### config.mk
export PLATFORM = sky130hd
export DESIGN_NAME = fre_scan_ctrl
export DESIGN_NICKNAME = d
export VERILOG_FILES = /design/src/rtl/fre_scan_pkg.sv /design/src/rtl/iq_abs_sum.sv /design/src/rtl/fre_scan_ctrl.sv
export SDC_FILE = /design/constraint.sdc
export NUM_CORES = 1
export LEC_CHECK = 0
export ABC_AREA = 1
export ABC_CLOCK_PERIOD_IN_PS = 6900
export BUFFER_PORTS_ARGS = -buffer_cell sky130_fd_sc_hd__clkbuf_2
export CAP_MARGIN = 25
export CORE_ASPECT_RATIO = 1.2
export CORE_MARGIN = 2
export CORE_UTILIZATION = 55
export CTS_CLUSTER_SIZE = 24
export DETAILED_ROUTE_END_ITERATION = 8
export PLACE_DENSITY = 0.88
export SLEW_MARGIN = 20
export SYNTH_ARGS = -nofsm -noshare
export SYNTH_HDL_FRONTEND = slang
export SYNTH_SLANG_ARGS = --single-unit
### constraint.sdc
create_clock -name clk_in -period 6.9 [get_ports clk_in]
set_input_delay 0.345 -clock clk_in [delete_from_list [all_inputs] [get_ports clk_in]]
set_output_delay 0.345 -clock clk_in [all_outputs]
set_load 0.005 [all_outputs]
### src/rtl/fre_scan_pkg.sv
// Shared definitions for the frequency-scan controller: FSM state encoding,
// default parameter values and the magnitude/accumulator width rules.
package fre_scan_pkg;

    typedef enum logic [2:0] {
        ST_IDLE    = 3'd0,
        ST_TUNE    = 3'd1,
        ST_SETTLE  = 3'd2,
        ST_MEASURE = 3'd3,
        ST_COMPARE = 3'd4,
        ST_DONE    = 3'd5
    } scan_state_e;

    localparam int DEF_PHASE_WIDTH    = 32;
    localparam int DEF_DATA_WIDTH     = 12;
    localparam int DEF_SETTLE_SAMPLES = 4;
    localparam int DEF_AVG_LOG2       = 3;

    // |I|+|Q| of two signed DW-bit samples needs one extra bit.
    function automatic int mag_width(input int dw);
        return dw + 1;
    endfunction

    // Summing 2^al magnitudes needs al further bits, so the sum never wraps.
    function automatic int acc_width(input int dw, input int al);
        return dw + 1 + al;
    endfunction

endpackage

### src/rtl/iq_abs_sum.sv
// Combinational |I|+|Q| of one signed I/Q sample pair. The most negative
// input maps to 2^(DATA_WIDTH-1), which fits unsigned in DATA_WIDTH bits.
module iq_abs_sum
    import fre_scan_pkg::*;
#(
    parameter int DATA_WIDTH = DEF_DATA_WIDTH
) (
    input  logic signed [DATA_WIDTH-1:0] i_val,
    input  logic signed [DATA_WIDTH-1:0] q_val,
    output logic        [DATA_WIDTH:0]   abs_sum
);

    logic [DATA_WIDTH-1:0] abs_i;
    logic [DATA_WIDTH-1:0] abs_q;

    // Two's-complement negate of negative samples, read back as unsigned.
    always_comb begin
        abs_i   = i_val[DATA_WIDTH-1] ? (~i_val + 1'b1) : i_val;
        abs_q   = q_val[DATA_WIDTH-1] ? (~q_val + 1'b1) : q_val;
        abs_sum = {1'b0, abs_i} + {1'b0, abs_q};
    end

endmodule

### src/rtl/fre_scan_ctrl.sv
// Frequency-scan controller: steps the mixer LO across n_steps channels,
// discards settling samples after each retune, averages |I|+|Q| per channel
// and parks the LO on the strongest channel at the end of the scan.
module fre_scan_ctrl
    import fre_scan_pkg::*;
#(
    parameter int PHASE_WIDTH    = DEF_PHASE_WIDTH,
    parameter int DATA_WIDTH     = DEF_DATA_WIDTH,
    parameter int SETTLE_SAMPLES = DEF_SETTLE_SAMPLES,
    parameter int AVG_LOG2       = DEF_AVG_LOG2
) (
    input  logic                         clk_in,
    input  logic                         RST_N,
    input  logic                         start,
    input  logic                         abort,
    input  logic [PHASE_WIDTH-1:0]       f_start,
    input  logic [PHASE_WIDTH-1:0]       f_step,
    input  logic [15:0]                  n_steps,
    input  logic                         sample_valid,
    input  logic signed [DATA_WIDTH-1:0] I_in,
    input  logic signed [DATA_WIDTH-1:0] Q_in,
    output logic [PHASE_WIDTH-1:0]       Fre_word,
    output logic                         busy,
    output logic                         done,
    output logic                         peak_valid,
    output logic [PHASE_WIDTH-1:0]       peak_word,
    output logic [DATA_WIDTH:0]          peak_mag,
    output logic [15:0]                  peak_idx
);

    localparam int MAG_W   = mag_width(DATA_WIDTH);
    localparam int ACC_W   = acc_width(DATA_WIDTH, AVG_LOG2);
    localparam int N_AVG   = 1 << AVG_LOG2;
    localparam int CNT_MAX = (SETTLE_SAMPLES > N_AVG) ? SETTLE_SAMPLES : N_AVG;
    localparam int CNT_W   = $clog2(CNT_MAX + 1);

    localparam logic [CNT_W-1:0] SETTLE_LAST = CNT_W'(SETTLE_SAMPLES - 1);
    localparam logic [CNT_W-1:0] AVG_LAST    = CNT_W'(N_AVG - 1);

    scan_state_e            state_q, state_d;
    logic [PHASE_WIDTH-1:0] cur_word_q, cur_word_d;
    logic [PHASE_WIDTH-1:0] step_q, step_d;
    logic [15:0]            n_last_q, n_last_d;
    logic [15:0]            idx_q, idx_d;
    logic [CNT_W-1:0]       cnt_q, cnt_d;
    logic [ACC_W-1:0]       acc_q, acc_d;
    logic [PHASE_WIDTH-1:0] fre_word_q, fre_word_d;
    logic [PHASE_WIDTH-1:0] peak_word_q, peak_word_d;
    logic [MAG_W-1:0]       peak_mag_q, peak_mag_d;
    logic [15:0]            peak_idx_q, peak_idx_d;
    logic                   peak_valid_q, peak_valid_d;

    logic [MAG_W-1:0]       abs_sum;
    logic [ACC_W-1:0]       acc_shift;
    logic [MAG_W-1:0]       mag;
    logic                   new_peak;

    iq_abs_sum #(
        .DATA_WIDTH (DATA_WIDTH)
    ) u_abs (
        .i_val   (I_in),
        .q_val   (Q_in),
        .abs_sum (abs_sum)
    );

    // Average of the current step; the accumulator is wide enough that the
    // shifted value always fits the magnitude width.
    always_comb begin
        acc_shift = acc_q >> AVG_LOG2;
        mag       = acc_shift[MAG_W-1:0];
        new_peak  = (mag > peak_mag_q);
    end

    // Next-state and datapath updates; abort overrides everything but IDLE.
    always_comb begin
        state_d      = state_q;
        cur_word_d   = cur_word_q;
        step_d       = step_q;
        n_last_d     = n_last_q;
        idx_d        = idx_q;
        cnt_d        = cnt_q;
        acc_d        = acc_q;
        fre_word_d   = fre_word_q;
        peak_word_d  = peak_word_q;
        peak_mag_d   = peak_mag_q;
        peak_idx_d   = peak_idx_q;
        peak_valid_d = peak_valid_q;

        if (abort && (state_q != ST_IDLE)) begin
            state_d = ST_IDLE;
        end else begin
            case (state_q)
                ST_IDLE: begin
                    if (start && !abort) begin
                        cur_word_d   = f_start;
                        step_d       = f_step;
                        n_last_d     = (n_steps == 16'd0) ? 16'd0 : (n_steps - 16'd1);
                        idx_d        = 16'd0;
                        peak_mag_d   = '0;
                        peak_word_d  = f_start;
                        peak_idx_d   = 16'd0;
                        peak_valid_d = 1'b0;
                        state_d      = ST_TUNE;
                    end
                end
                ST_TUNE: begin
                    fre_word_d = cur_word_q;
                    cnt_d      = '0;
                    acc_d      = '0;
                    state_d    = ST_SETTLE;
                end
                ST_SETTLE: begin
                    if (sample_valid) begin
                        if (cnt_q == SETTLE_LAST) begin
                            cnt_d   = '0;
                            state_d = ST_MEASURE;
                        end else begin
                            cnt_d = cnt_q + 1'b1;
                        end
                    end
                end
                ST_MEASURE: begin
                    if (sample_valid) begin
                        acc_d = acc_q + ACC_W'(abs_sum);
                        if (cnt_q == AVG_LAST) begin
                            state_d = ST_COMPARE;
                        end else begin
                            cnt_d = cnt_q + 1'b1;
                        end
                    end
                end
                ST_COMPARE: begin
                    if (new_peak) begin
                        peak_mag_d  = mag;
                        peak_word_d = cur_word_q;
                        peak_idx_d  = idx_q;
                    end
                    if (idx_q == n_last_q) begin
                        // Park the LO on the winner, including this step's.
                        fre_word_d   = new_peak ? cur_word_q : peak_word_q;
                        peak_valid_d = 1'b1;
                        state_d      = ST_DONE;
                    end else begin
                        idx_d      = idx_q + 16'd1;
                        cur_word_d = cur_word_q + step_q;
                        fre_word_d = cur_word_q + step_q;
                        state_d    = ST_TUNE;
                    end
                end
                ST_DONE: begin
                    state_d = ST_IDLE;
                end
                default: begin
                    state_d = ST_IDLE;
                end
            endcase
        end
    end

    // State and datapath registers, all cleared by the asynchronous reset.
    always_ff @(posedge clk_in or negedge RST_N) begin
        if (!RST_N) begin
            state_q      <= ST_IDLE;
            cur_word_q   <= '0;
            step_q       <= '0;
            n_last_q     <= '0;
            idx_q        <= '0;
            cnt_q        <= '0;
            acc_q        <= '0;
            fre_word_q   <= '0;
            peak_word_q  <= '0;
            peak_mag_q   <= '0;
            peak_idx_q   <= '0;
            peak_valid_q <= 1'b0;
        end else begin
            state_q      <= state_d;
            cur_word_q   <= cur_word_d;
            step_q       <= step_d;
            n_last_q     <= n_last_d;
            idx_q        <= idx_d;
            cnt_q        <= cnt_d;
            acc_q        <= acc_d;
            fre_word_q   <= fre_word_d;
            peak_word_q  <= peak_word_d;
            peak_mag_q   <= peak_mag_d;
            peak_idx_q   <= peak_idx_d;
            peak_valid_q <= peak_valid_d;
        end
    end

    assign Fre_word   = fre_word_q;
    assign busy       = (state_q != ST_IDLE);
    assign done       = (state_q == ST_DONE);
    assign peak_valid = peak_valid_q;
    assign peak_word  = peak_word_q;
    assign peak_mag   = peak_mag_q;
    assign peak_idx   = peak_idx_q;

endmodule

==> reports/results.txt, run 1 <==
Status: finished clean
Die X: 154 µm
Leak: 9.15 nW
Most frequent cells in the layout: nand2_1, inv_1, nor2_1
Critical Path AT: 3.97 ns
Unrepaired setup endpoints after global routing: false
Hold depth: 3
GRT Total Usage: 32.2%
Post-Syn Area: 14900 µm²
Synth area leaders: dfrtp_1, nand2_1, inv_1, nor2_1, nand3_1
TritonCTS clock tree: built
Synth Net Count: 2366
Layout Skew: 0.0174 ns
EDFF count, synth: 0
Rel. slew slack: 36.9%
Worst Hold Path EP: step_q[24]
Power per cell area: 566 nW/µm²
Max Transition Viols Final: 0
Maximum root-to-sink buffer count: 3
Most used DFF post-synth: dfrtp_1
H-tree levels: 1
Kind of critical path: reg -> reg
Yosys reg bits: 213
Vias in the first global route: 14.9k
Hold crit path type: in -> reg
Fillcell total: 2408
Initial Utilization: 55.4%
Port bufs: 204
Max-cap violation count: 0
Share of post-route cells with drive strength above 1: 13.1%
Total CTS buffers: 24
Post-cts resize count: 0
Synthesis-to-layout area growth: 14.1%
Row count: 66
Grt ovf: 0
Final WL: 46500 µm
Sequential area share after synthesis: 35.8%
Peak supply drop: 0.828 mV
Sum Neg Setup Slack: 0 ns
Synthesized instance count: 2182
Clock transition at path regs: 0.06 ns
Yosys warnings: 0
GP Congestion: 0.987
R2R Path End: peak_mag[8]
Worst-skew pair later-pin latency: 0.53 ns
Initial antenna violation count: 0
Num ports: 205
Critical Path Sink Type: flip-flop
Nets: 2541
Synth async-reset ratio: 100%
Worst path required time: 7.32 ns
Worst-path fanout max: 39
Flop2flop setup slack: 3.35 ns
Vias per cell: 5.65
Netlist cell types: 45
# setup viols final: 0
Crit path launch type: flip-flop
Largest net degree at the start of global routing: 97
DRC: 0
Syn Area/Cell: 6.83 µm²
R2R cell count: 13
Total die area: 28400 µm²
Max Clock Freq: 0.282 GHz
Worst-margin pin slew: 0.939 ns
Synth area leader: dfrtp_1
Final min period: 3.55 ns
Die height: 184 µm
# diodes: 0
Post-synth top area share: 35.8%
Vias: 15.3k
First-pass DRT Iterations: 6
RR Startpoint: acc_q[15]
Count of final hold-check violations: 0
Fin crit share: 51.4%
DRT iter0 DRCs: 1551
First-pass GRT wire length: 73500 µm
Commonest non-fill, non-tap cell in the layout: nand2_1
HPWL after detailed placement: 33700 µm
Clk root buf: clkbuf_16
Core Box Area: 26900 µm²
Final Core Density: 63.2%
Hold Startpoint: f_step[24]
Antenna Violating Nets Remaining: 0
Clk sink count: 213
WL/cell: 17.1 µm
==> metal layers <==
layer  vias up  track usage, %  routed length [µm]
met5         -               0                   0
li1       7261               -                   -
met3       200            5.20                4250
met2       818            54.3               21600
met1      7070            39.9               18000
met4         0            17.1                2600
==> critical path, cell delays in order, from the launching register on <==
cell and delay [ns]:
dfrtp_1 0.42, ha_1 0.31, nand2_1 0.07, nor2_1 0.15
inv_1 0.05, nor2_1 0.19, nand2_1 0.09, nand2_2 0.44
nand2_2 0.60, buf_16 0.37, o21ai_2 0.12, buf_4 0.35
nand3_1 0.14, o21ai_0 0.13
==> flip-flops by register name, indices dropped and copies added (netlist names) <==
| signal | count |
|---|---|
| Fre_word | 32 |
| acc_q | 16 |
| cnt_q | 4 |
| cur_word_q | 32 |
| idx_q | 16 |
| n_last_q | 16 |
| peak_idx | 16 |
| peak_mag | 13 |
| peak_valid | 1 |
| peak_word | 32 |
| state_q | 3 |
| step_q | 32 |
==> synthesized netlist by cell type (all sizes together), types with 2 or more instances <==
master	count
nand2	602
inv	389
nor2	235
dfrtp	213
nand3	158
a21oi	134
ha	61
o21ai	56
o22ai	50
buf	38
xor2	38
clkbuf	31
o211ai	25
nor3	20
a22oi	18
xnor2	17
fa	14
nand4	14
a31oi	13
or2	13
nand3b	11
nor4	6
o31ai	6
o21a	4
o21bai	4
and2	3
and3	3
a21o	2
nor3b	2
==> power by group <==
part	switching [mW]	leakage (nW)	internal, mW
Sequential	0.477	2.60	1.73
Combinational	4.20	6.16	1.92
Clock	0.546	0.390	0.758
==> logic make-up after synthesis <==
| family | synth area share (%) |
|---|---|
| adder cells (fa/ha/maj) | 7.00 |
| flip-flops | 35.8 |
| AND/OR/NAND/NOR | 29.9 |
| XOR/XNOR | 3.23 |
| buffers and inverters | 12.0 |
| AO/OA/AOI/OAI | 12.1 |
==> worst max path at each step <==
stage          slack [ns]  cells after the start            to  startpoint
6_report             3.35                     13   peak_mag[8]   acc_q[15]
5_1_grt              3.20                     13   peak_mag[8]   acc_q[15]
4_1_cts              3.03                     12   peak_mag[8]   acc_q[15]
3_5_place_dp         3.11                     12  peak_mag[12]   acc_q[15]
3_3_place_gp         3.16                     11  peak_mag[12]   acc_q[15]
2_1_floorplan        3.94                     20     acc_q[13]     I_in[1]
==> final cells by class <==
cell class	instances	area [µm²]	area share, %
multi-input cells	1511	7800	45.8
clock inverters	10	92.6	0.544
clock buffers	34	709	4.17
inverters	389	1460	8.58
well taps	340	425	2.50
flip-flops and latches	213	5330	31.3
repair buffers	218	1200	7.04
==> metrics by stage <==
step | power [mW] | hold slack [ns] | cells | setup WS, ns | area, µm²
6_report | 9.63 | 0.0140 | 2715 | 3.35 | 17000
5_1_grt | 10.3 | 0.0108 | 2715 | 3.20 | 17000
4_1_cts | 9.37 | 0.0125 | 2712 | 3.03 | 17000
3_5_place_dp | 8.03 | 0.479 | 2667 | 3.11 | 16100
3_3_place_gp | 7.39 | 0.473 | 2666 | 3.16 | 16100
2_1_floorplan | 6.29 | 0.0494 | 2182 | 3.94 | 14900
==> what timing repair did <==
action	in CTS	in global routing
endpoints found under the hold margin	94	0
setup buffers	0	0
hold buffers	1	0
Note: power is estimated with default switching activity, not from simulation.
==> run 2: changes to the inputs <==
--- a/config.mk
+++ b/config.mk
@@ -6,12 +6,12 @@
 export NUM_CORES = 1
 export LEC_CHECK = 0
 export ABC_AREA = 1
-export ABC_CLOCK_PERIOD_IN_PS = 6900
+export ABC_CLOCK_PERIOD_IN_PS = 3200
 export BUFFER_PORTS_ARGS = -buffer_cell sky130_fd_sc_hd__clkbuf_2
 export CAP_MARGIN = 25
 export CORE_ASPECT_RATIO = 1.2
 export CORE_MARGIN = 2
-export CORE_UTILIZATION = 55
+export CORE_UTILIZATION = 53
 export CTS_CLUSTER_SIZE = 24
 export DETAILED_ROUTE_END_ITERATION = 8
 export PLACE_DENSITY = 0.88
==> constraint.sdc (replaced) <==
create_clock -name clk_in -period 3.2 [get_ports clk_in]
set_input_delay 0.16 -clock clk_in [delete_from_list [all_inputs] [get_ports clk_in]]
set_output_delay 0.16 -clock clk_in [all_outputs]
set_load 0.005 [all_outputs]
==> run 2 against run 1 <==
Compared with the run above:
- non-clock buffer count is 71 higher
- critical path depth is 4 lower
- worst setup slack worse by 3.0 ns
- global-route usage fell by 0.68 points
- power up 120%
- flip-flop and latch count did not move
- die area up 3.7%
- via count is 1.1% higher
- cell count up 3.9%
- combinational power is 110% higher
- clock skew rose by 0.0019 ns
- count of clock-buffer cells in the layout fell by 1
- critical path type unchanged
- largest cell class unchanged
==> reports/results.txt, run 2 (same netlist as run 1, synthesis figures left out) <==
Status: finished clean
HPWL after detailed placement: 33700 µm (+0.12%)
Commonest non-fill, non-tap cell in the layout: nand2_1
Nets: 2612 (+2.8%)
Total die area: 29500 µm² (+3.7%)
Worst-path fanout max: 27 (-31%)
Most frequent cells in the layout: nand2_1, inv_1, nor2_1
Final min period: 2.85 ns (-0.703 ns)
Initial antenna violation count: 0 (unchanged)
Num ports: 205 (unchanged)
Hold Startpoint: f_start[11]
Grt ovf: 0 (unchanged)
Clock Power Share: 14.3% (+0.8 points)
DRC: 0 (unchanged)
Maximum root-to-sink buffer count: 3 (unchanged)
Layout Skew: 0.0194 ns (+0.00194 ns)
Critical Path Sink Type: flip-flop
RR Startpoint: acc_q[11]
Die height: 188 µm (+1.8%)
Unrepaired setup endpoints after global routing: false
Flop2flop setup slack: 0.35 ns (-3.00 ns)
TritonCTS clock tree: built
Hold slack: 0.00788 ns (-0.00611 ns)
Worst-margin pin slew: 1.05 ns (+0.113 ns)
Total CTS buffers: 24 (unchanged)
Clk sink count: 213 (unchanged)
Post-CTS Setup Inserts: 0 (unchanged)
Worst-skew pair later-pin latency: 0.54 ns (about the same)
Port bufs: 204 (unchanged)
Power, Total: 20.7 mW (+120%)
GRT Total Usage: 31.5% (-0.68 points)
Dpl cells: 2720 (+2.0%)
DRT iter0 DRCs: 1234 (-20%)
Sw power: 11.1 mW (+110%)
Largest net degree at the start of global routing: 132 (+36%)
Max Clock Freq: 0.351 GHz (+25%)
Hold crit path type: in -> reg
Die X: 157 µm (+1.8%)
Hold depth: 5 (+2)
Kind of critical path: reg -> reg
Cell Int Power: 9.69 mW (+120%)
Worst path cell trace: ha_1 > nand2_1 > inv_1 > nand3_1 > nor2_1 > nand3_1 > buf_4 > nand4_2 > o22ai_1
Critical Path AT: 3.27 ns (-0.70 ns)
First-pass GRT wire length: 75000 µm (+2.0%)
Final Non-Filler Cells: 2821 (+3.9%)
Power per cell area: 1170 nW/µm² (+110%)
R2R cell count: 9 (-4)
# diodes: 0 (unchanged)
R2R Path End: peak_idx[3]
Share of post-route cells with drive strength above 1: 13.2% (+0.13 points)
Crit path launch type: flip-flop
Flop pwr share: 22.4% (-0.5 points)
Clock transition at path regs: 0.07 ns (about the same)
Rel. slew slack: 29.7% (-7.2 points)
WL/cell: 16.6 µm (-3.1%)
# setup viols final: 0 (unchanged)
Crit-path most repeated cell: nand3_1
Row count: 67 (+1.5%)
Synthesis-to-layout area growth: 19.4%
First-pass DRT Iterations: 6 (unchanged)
Vias: 15.5k (+1.1%)
Biggest cell delay along the critical path: 0.72 ns (+0.12 ns)
Final WL: 46800 µm (+0.68%)
Critical path's slowest cell: nand4_2
Leak: 9.49 nW (+3.7%)
Antenna Violating Nets Remaining: 0 (unchanged)
Vias per cell: 5.50 (-2.7%)
Count of final hold-check violations: 0 (unchanged)
Worst Hold Path EP: peak_word[11]
Fillcell total: 2421 (+0.54%)
H-tree levels: 1 (unchanged)
Combinational Power Share: 63.3% (-0.3 points)
Max Transition Viols Final: 0 (unchanged)
Worst path required time: 3.63 ns (-3.69 ns)
Peak supply drop: 1.85 mV (+120%)
Vias in the first global route: 15.5k (+4.5%)
Max-cap violation count: 0 (unchanged)
Fin crit share: 88.9% (+37 points)
Clk root buf: clkbuf_16
GP Congestion: 0.961 (-2.7%)
Switching share of total power: 53.3% (-0.89 points)
Initial Utilization: 53.6% (-1.8 points)
Core Box Area: 27800 µm² (+3.4%)
[run 2: changes by cell type in the layout (fill, tap and decap cells not counted), sizes merged]
cell         previous run  this run
inv                   391       389
buf                    13        26
clkinvlp                3         0
dlygate4sd3             1        60
clkbuf                238       236
bufinv                  1         3
[run 2: final cells by class]
cell class                 instances  area, µm²  share of cell area [%]
multi-input combinational       1511       7800                    43.9
sequential                       213       5330                    30.0
timing repair buffer             289       1890                    10.6
inverter                         389       1460                    8.21
clock buffer                      33        726                    4.08
tap                              379        474                    2.67
clock inverter                     7        110                   0.619
[run 2: how the worst max path moves through the flow]
stage	start	endpoint	slack, ns	cells past startpoint
2_1_floorplan	I_in[1]	acc_q[13]	0.42	20
3_3_place_gp	I_in[1]	acc_q[13]	0.05	22
3_5_place_dp	I_in[1]	acc_q[13]	-0.13	22
4_1_cts	I_in[1]	acc_q[13]	0.41	22
5_1_grt	Q_in[2]	acc_q[14]	0.09	19
6_report	acc_q[11]	peak_idx[3]	0.35	9
[run 2: per-layer routing]
metal / up-vias / global-route usage (%) / wire length [µm] / part of all wire (%)
met5: - / 0 / 0 / 0
met4: 0 / 15.6 / 2110 / 4.5
met3: 179 / 3.74 / 2910 / 6.2
met2: 665 / 56.5 / 23700 / 51
met1: 7284 / 36.9 / 18100 / 39
li1: 7393 / - / - / -
[run 2: repair_timing]
action                                  in CTS  in global routing
endpoints found under the setup margin       0                  1
gates resized for setup                      0                  1
hold endpoints to repair                   201                  0
hold buffers                                60                  0
[run 2: per-stage QoR]
| step | setup TNS (ns) | area (µm²) | worst slack, ns | utilization (%) |
|---|---|---|---|---|
| after floorplan | 0 | 14900 | 0.423 | - |
| after global placement | 0 | 16300 | 0.0541 | 58.6 |
| after detailed placement | -0.349 | 16300 | -0.129 | 58.6 |
| after CTS | 0 | 17800 | 0.406 | 63.8 |
| after global routing | 0 | 17800 | 0.0922 | 63.9 |
| final | 0 | 17800 | 0.355 | 63.9 |
[run 2: power by group through the flow]
stage	sequential (mW)	combinational [mW]	clock, mW
5_1_grt	4.70	14.6	3.09
3_5_place_dp	4.62	12.8	0
4_1_cts	4.60	12.9	2.98
2_1_floorplan	4.37	9.20	0
6_report	4.64	13.1	2.97
3_3_place_gp	4.59	12.4	0
[run 2: critical path, delay by kind of cell (launching register included)]
family                   cells  cell delay, ns
AO/OA/AOI/OAI                1            0.49
adder cells (fa/ha/maj)      1            0.32
buffers and inverters        2            0.39
flip-flops                   1            0.45
AND/OR/NAND/NOR              5            1.06
==> run 3: changes to the inputs <==
--- a/config.mk
+++ b/config.mk
@@ -6,12 +6,12 @@
 export NUM_CORES = 1
 export LEC_CHECK = 0
 export ABC_AREA = 1
-export ABC_CLOCK_PERIOD_IN_PS = 3200
+export ABC_CLOCK_PERIOD_IN_PS = 2800
 export BUFFER_PORTS_ARGS = -buffer_cell sky130_fd_sc_hd__clkbuf_2
 export CAP_MARGIN = 25
 export CORE_ASPECT_RATIO = 1.2
 export CORE_MARGIN = 2
-export CORE_UTILIZATION = 53
+export CORE_UTILIZATION = 55
 export CTS_CLUSTER_SIZE = 24
 export DETAILED_ROUTE_END_ITERATION = 8
 export PLACE_DENSITY = 0.88
==> constraint.sdc (replaced) <==
create_clock -name clk_in -period 2.8 [get_ports clk_in]
set_input_delay 0.14 -clock clk_in [delete_from_list [all_inputs] [get_ports clk_in]]
set_output_delay 0.14 -clock clk_in [all_outputs]
set_load 0.005 [all_outputs]
==> run 3 against run 2 <==
Compared with the run above:
- first-iteration DRC count grew 8.7%
- sequential power rose by 14%
- flip-flop and latch count unchanged
- register-to-register slack worse by 0.12 ns
- largest power group unchanged
==> reports/results.txt, run 3 (same netlist as run 1, synthesis figures left out) <==
Share of post-route cells with drive strength above 1: 15.1% (+1.8 points)
First-pass GRT wire length: 75500 µm (+0.79%)
Final Worst Setup Slack: 0.213 ns (-0.142 ns)
Final WL: 47200 µm (+0.81%)
Rel. slew slack: 55.5% (+26 points)
H-tree levels: 1 (unchanged)
Initial antenna violation count: 2 (+2)
Hold slack: 0.0206 ns (+0.0128 ns)
GP Congestion: 0.988 (+2.9%)
Peak supply drop: 2.53 mV (+37%)
Post-CTS Setup Inserts: 0 (unchanged)
Critical Path AT: 2.98 ns (-0.29 ns)
Row count: 66 (-1.5%)
Register area: 5330 µm² (unchanged)
Dpl cells: 2725 (+0.18%)
Count of final hold-check violations: 0 (unchanged)
DRC: 0 (unchanged)
TritonCTS clock tree: built
Hold crit path type: in -> reg
Die height: 184 µm (-1.8%)
Worst-path fanout max: 4 (-85%)
Final Non-Filler Cells: 2839 (+0.64%)
Fillcell total: 2207 (-8.8%)
R2R cell count: 15 (+6)
Core Box Area: 26900 µm² (-3.3%)
GRT Total Usage: 32.9% (+1.4 points)
Layout Skew: 0.0208 ns (+0.00137 ns)
Most frequent cells in the layout: nand2_1, inv_1, nor2_1
Worst path required time: 3.20 ns (-0.43 ns)
Initial Utilization: 55.4% (+1.8 points)
Total CTS buffers: 23 (-4.2%)
Crit path launch type: input pin
Die X: 154 µm (-1.8%)
Combinational Power Share: 65.1% (+1.8 points)
Worst-skew pair later-pin latency: 0.53 ns (about the same)
Flop pwr share: 22.0% (-0.4 points)
Pre-CTS setup slack: -0.446 ns (-0.318 ns)
Critical Path Sink Type: flip-flop
Clock Power Share: 13.0% (-1.3 points)
Status: finished clean
Sw power: 12.8 mW (+16%)
Kind of critical path: in -> reg
Port bufs: 204 (unchanged)
WL/cell: 16.6 µm (+0.17%)
Fin crit share: 92.4%
Placed cell area: 16600 µm² (+1.9%)
Vias in the first global route: 15.6k (+0.39%)
Synthesis-to-layout area growth: 21.7%
Clk sink count: 213 (unchanged)
Max Transition Viols Final: 0 (unchanged)
# setup viols final: 0 (unchanged)
First-pass DRT Iterations: 5 (-1)
Vias per cell: 5.56 (+1.0%)
Nets: 2665 (+2.0%)
Area of the multi-input gates: 7840 µm² (+0.45%)
Hold depth: 5 (unchanged)
Unrepaired setup endpoints after global routing: true
Power per cell area: 1330 nW/µm² (+14%)
Largest net degree at the start of global routing: 82 (-38%)
Cell Int Power: 11.3 mW (+17%)
Antenna Violating Nets Remaining: 0 (unchanged)
Switching share of total power: 53.2% (-0.15 points)
Maximum root-to-sink buffer count: 3 (unchanged)
Total die area: 28400 µm² (-3.6%)
Commonest non-fill, non-tap cell in the layout: nand2_1
Vias: 15.8k (+1.7%)
Leak: 9.71 nW (+2.3%)
DRT iter0 DRCs: 1341 (+8.7%)
Grt ovf: 0 (unchanged)
Final min period: 2.59 ns
Worst-margin pin slew: 0.667 ns (-0.385 ns)
Num ports: 205 (unchanged)
Design Area, Final: 18100 µm² (+2.0%)
Max Clock Freq: 0.387 GHz
Max-cap violation count: 0 (unchanged)
Clock transition at path regs: 0.06 ns (about the same)
Clk root buf: clkbuf_16
HPWL after detailed placement: 34100 µm (+1.1%)
run 3: area by class of cell:
class,instances,area share (%)
diodes,2,0.0276
clock buffers,24,3.25
clock inverters,17,0.952
inverters,389,8.05
multi-input cells,1511,43.2
flip-flops and latches,213,29.4
well taps,340,2.34
repair buffers,343,12.8
run 3: routing by layer:
metal	vias up	wire length (µm)	track usage, %
met4	0	2480	16.1
met2	723	23600	59.4
met3	191	3130	3.83
li1	7527	-	-
met5	-	0	0
met1	7341	18000	38.9
run 3: power groups by stage:
stage | registers, mW | logic, mW | clock network (mW)
after floorplan | 4.99 | 10.5 | 0
after global placement | 5.24 | 14.7 | 0
after detailed placement | 5.28 | 15.1 | 0
after CTS | 5.25 | 15.3 | 3.14
after global routing | 5.41 | 17.3 | 3.28
final | 5.30 | 15.7 | 3.12
run 3: path summary, 6_finish.rpt:
check / end / slack [ns] / from
hold / removal: peak_word[8] / 0.02 / f_start[8]
min in group asynchronous: Fre_word[8] / 0.21 / RST_N
setup reg to reg: acc_q[13] / 0.23 / acc_q[1]
max in group asynchronous: acc_q[12] / 1.79 / RST_N
hold reg to reg: peak_valid / 0.49 / peak_valid
setup / recovery: acc_q[14] / 0.21 / I_in[0]
run 3: critical path, stage by stage:
cell,delay (ns)
clkbuf_2,0.09
buf_4,0.13
nor3_1,0.21
nand2_1,0.15
nor3_2,0.18
nand2_1,0.13
nand2_1,0.09
xnor2_1,0.11
inv_1,0.07
fa_1,0.48
inv_1,0.04
ha_1,0.33
nand2_1,0.11
nor3_2,0.16
nand3_1,0.10
nand3_1,0.12
nand2_1,0.08
nand2_1,0.08
nand2_1,0.05
nand2_1,0.07
nor2_1,0.05
run 3: stage by stage:
stage / utilization [%] / TNS [ns] / power, mW
2_1_floorplan: - / 0 / 15.5
3_3_place_gp: 61.8 / -1.75 / 20.0
3_5_place_dp: 61.8 / -2.84 / 20.4
4_1_cts: 67.2 / 0 / 23.7
5_1_grt: 67.4 / -0.0784 / 26.0
6_report: 67.4 / 0 / 24.1
run 3: timing repair:
action	in CTS	in global routing
gates resized for setup	0	10
endpoints found under the setup margin	0	8
hold endpoints to repair	157	0
hold buffers	71	0
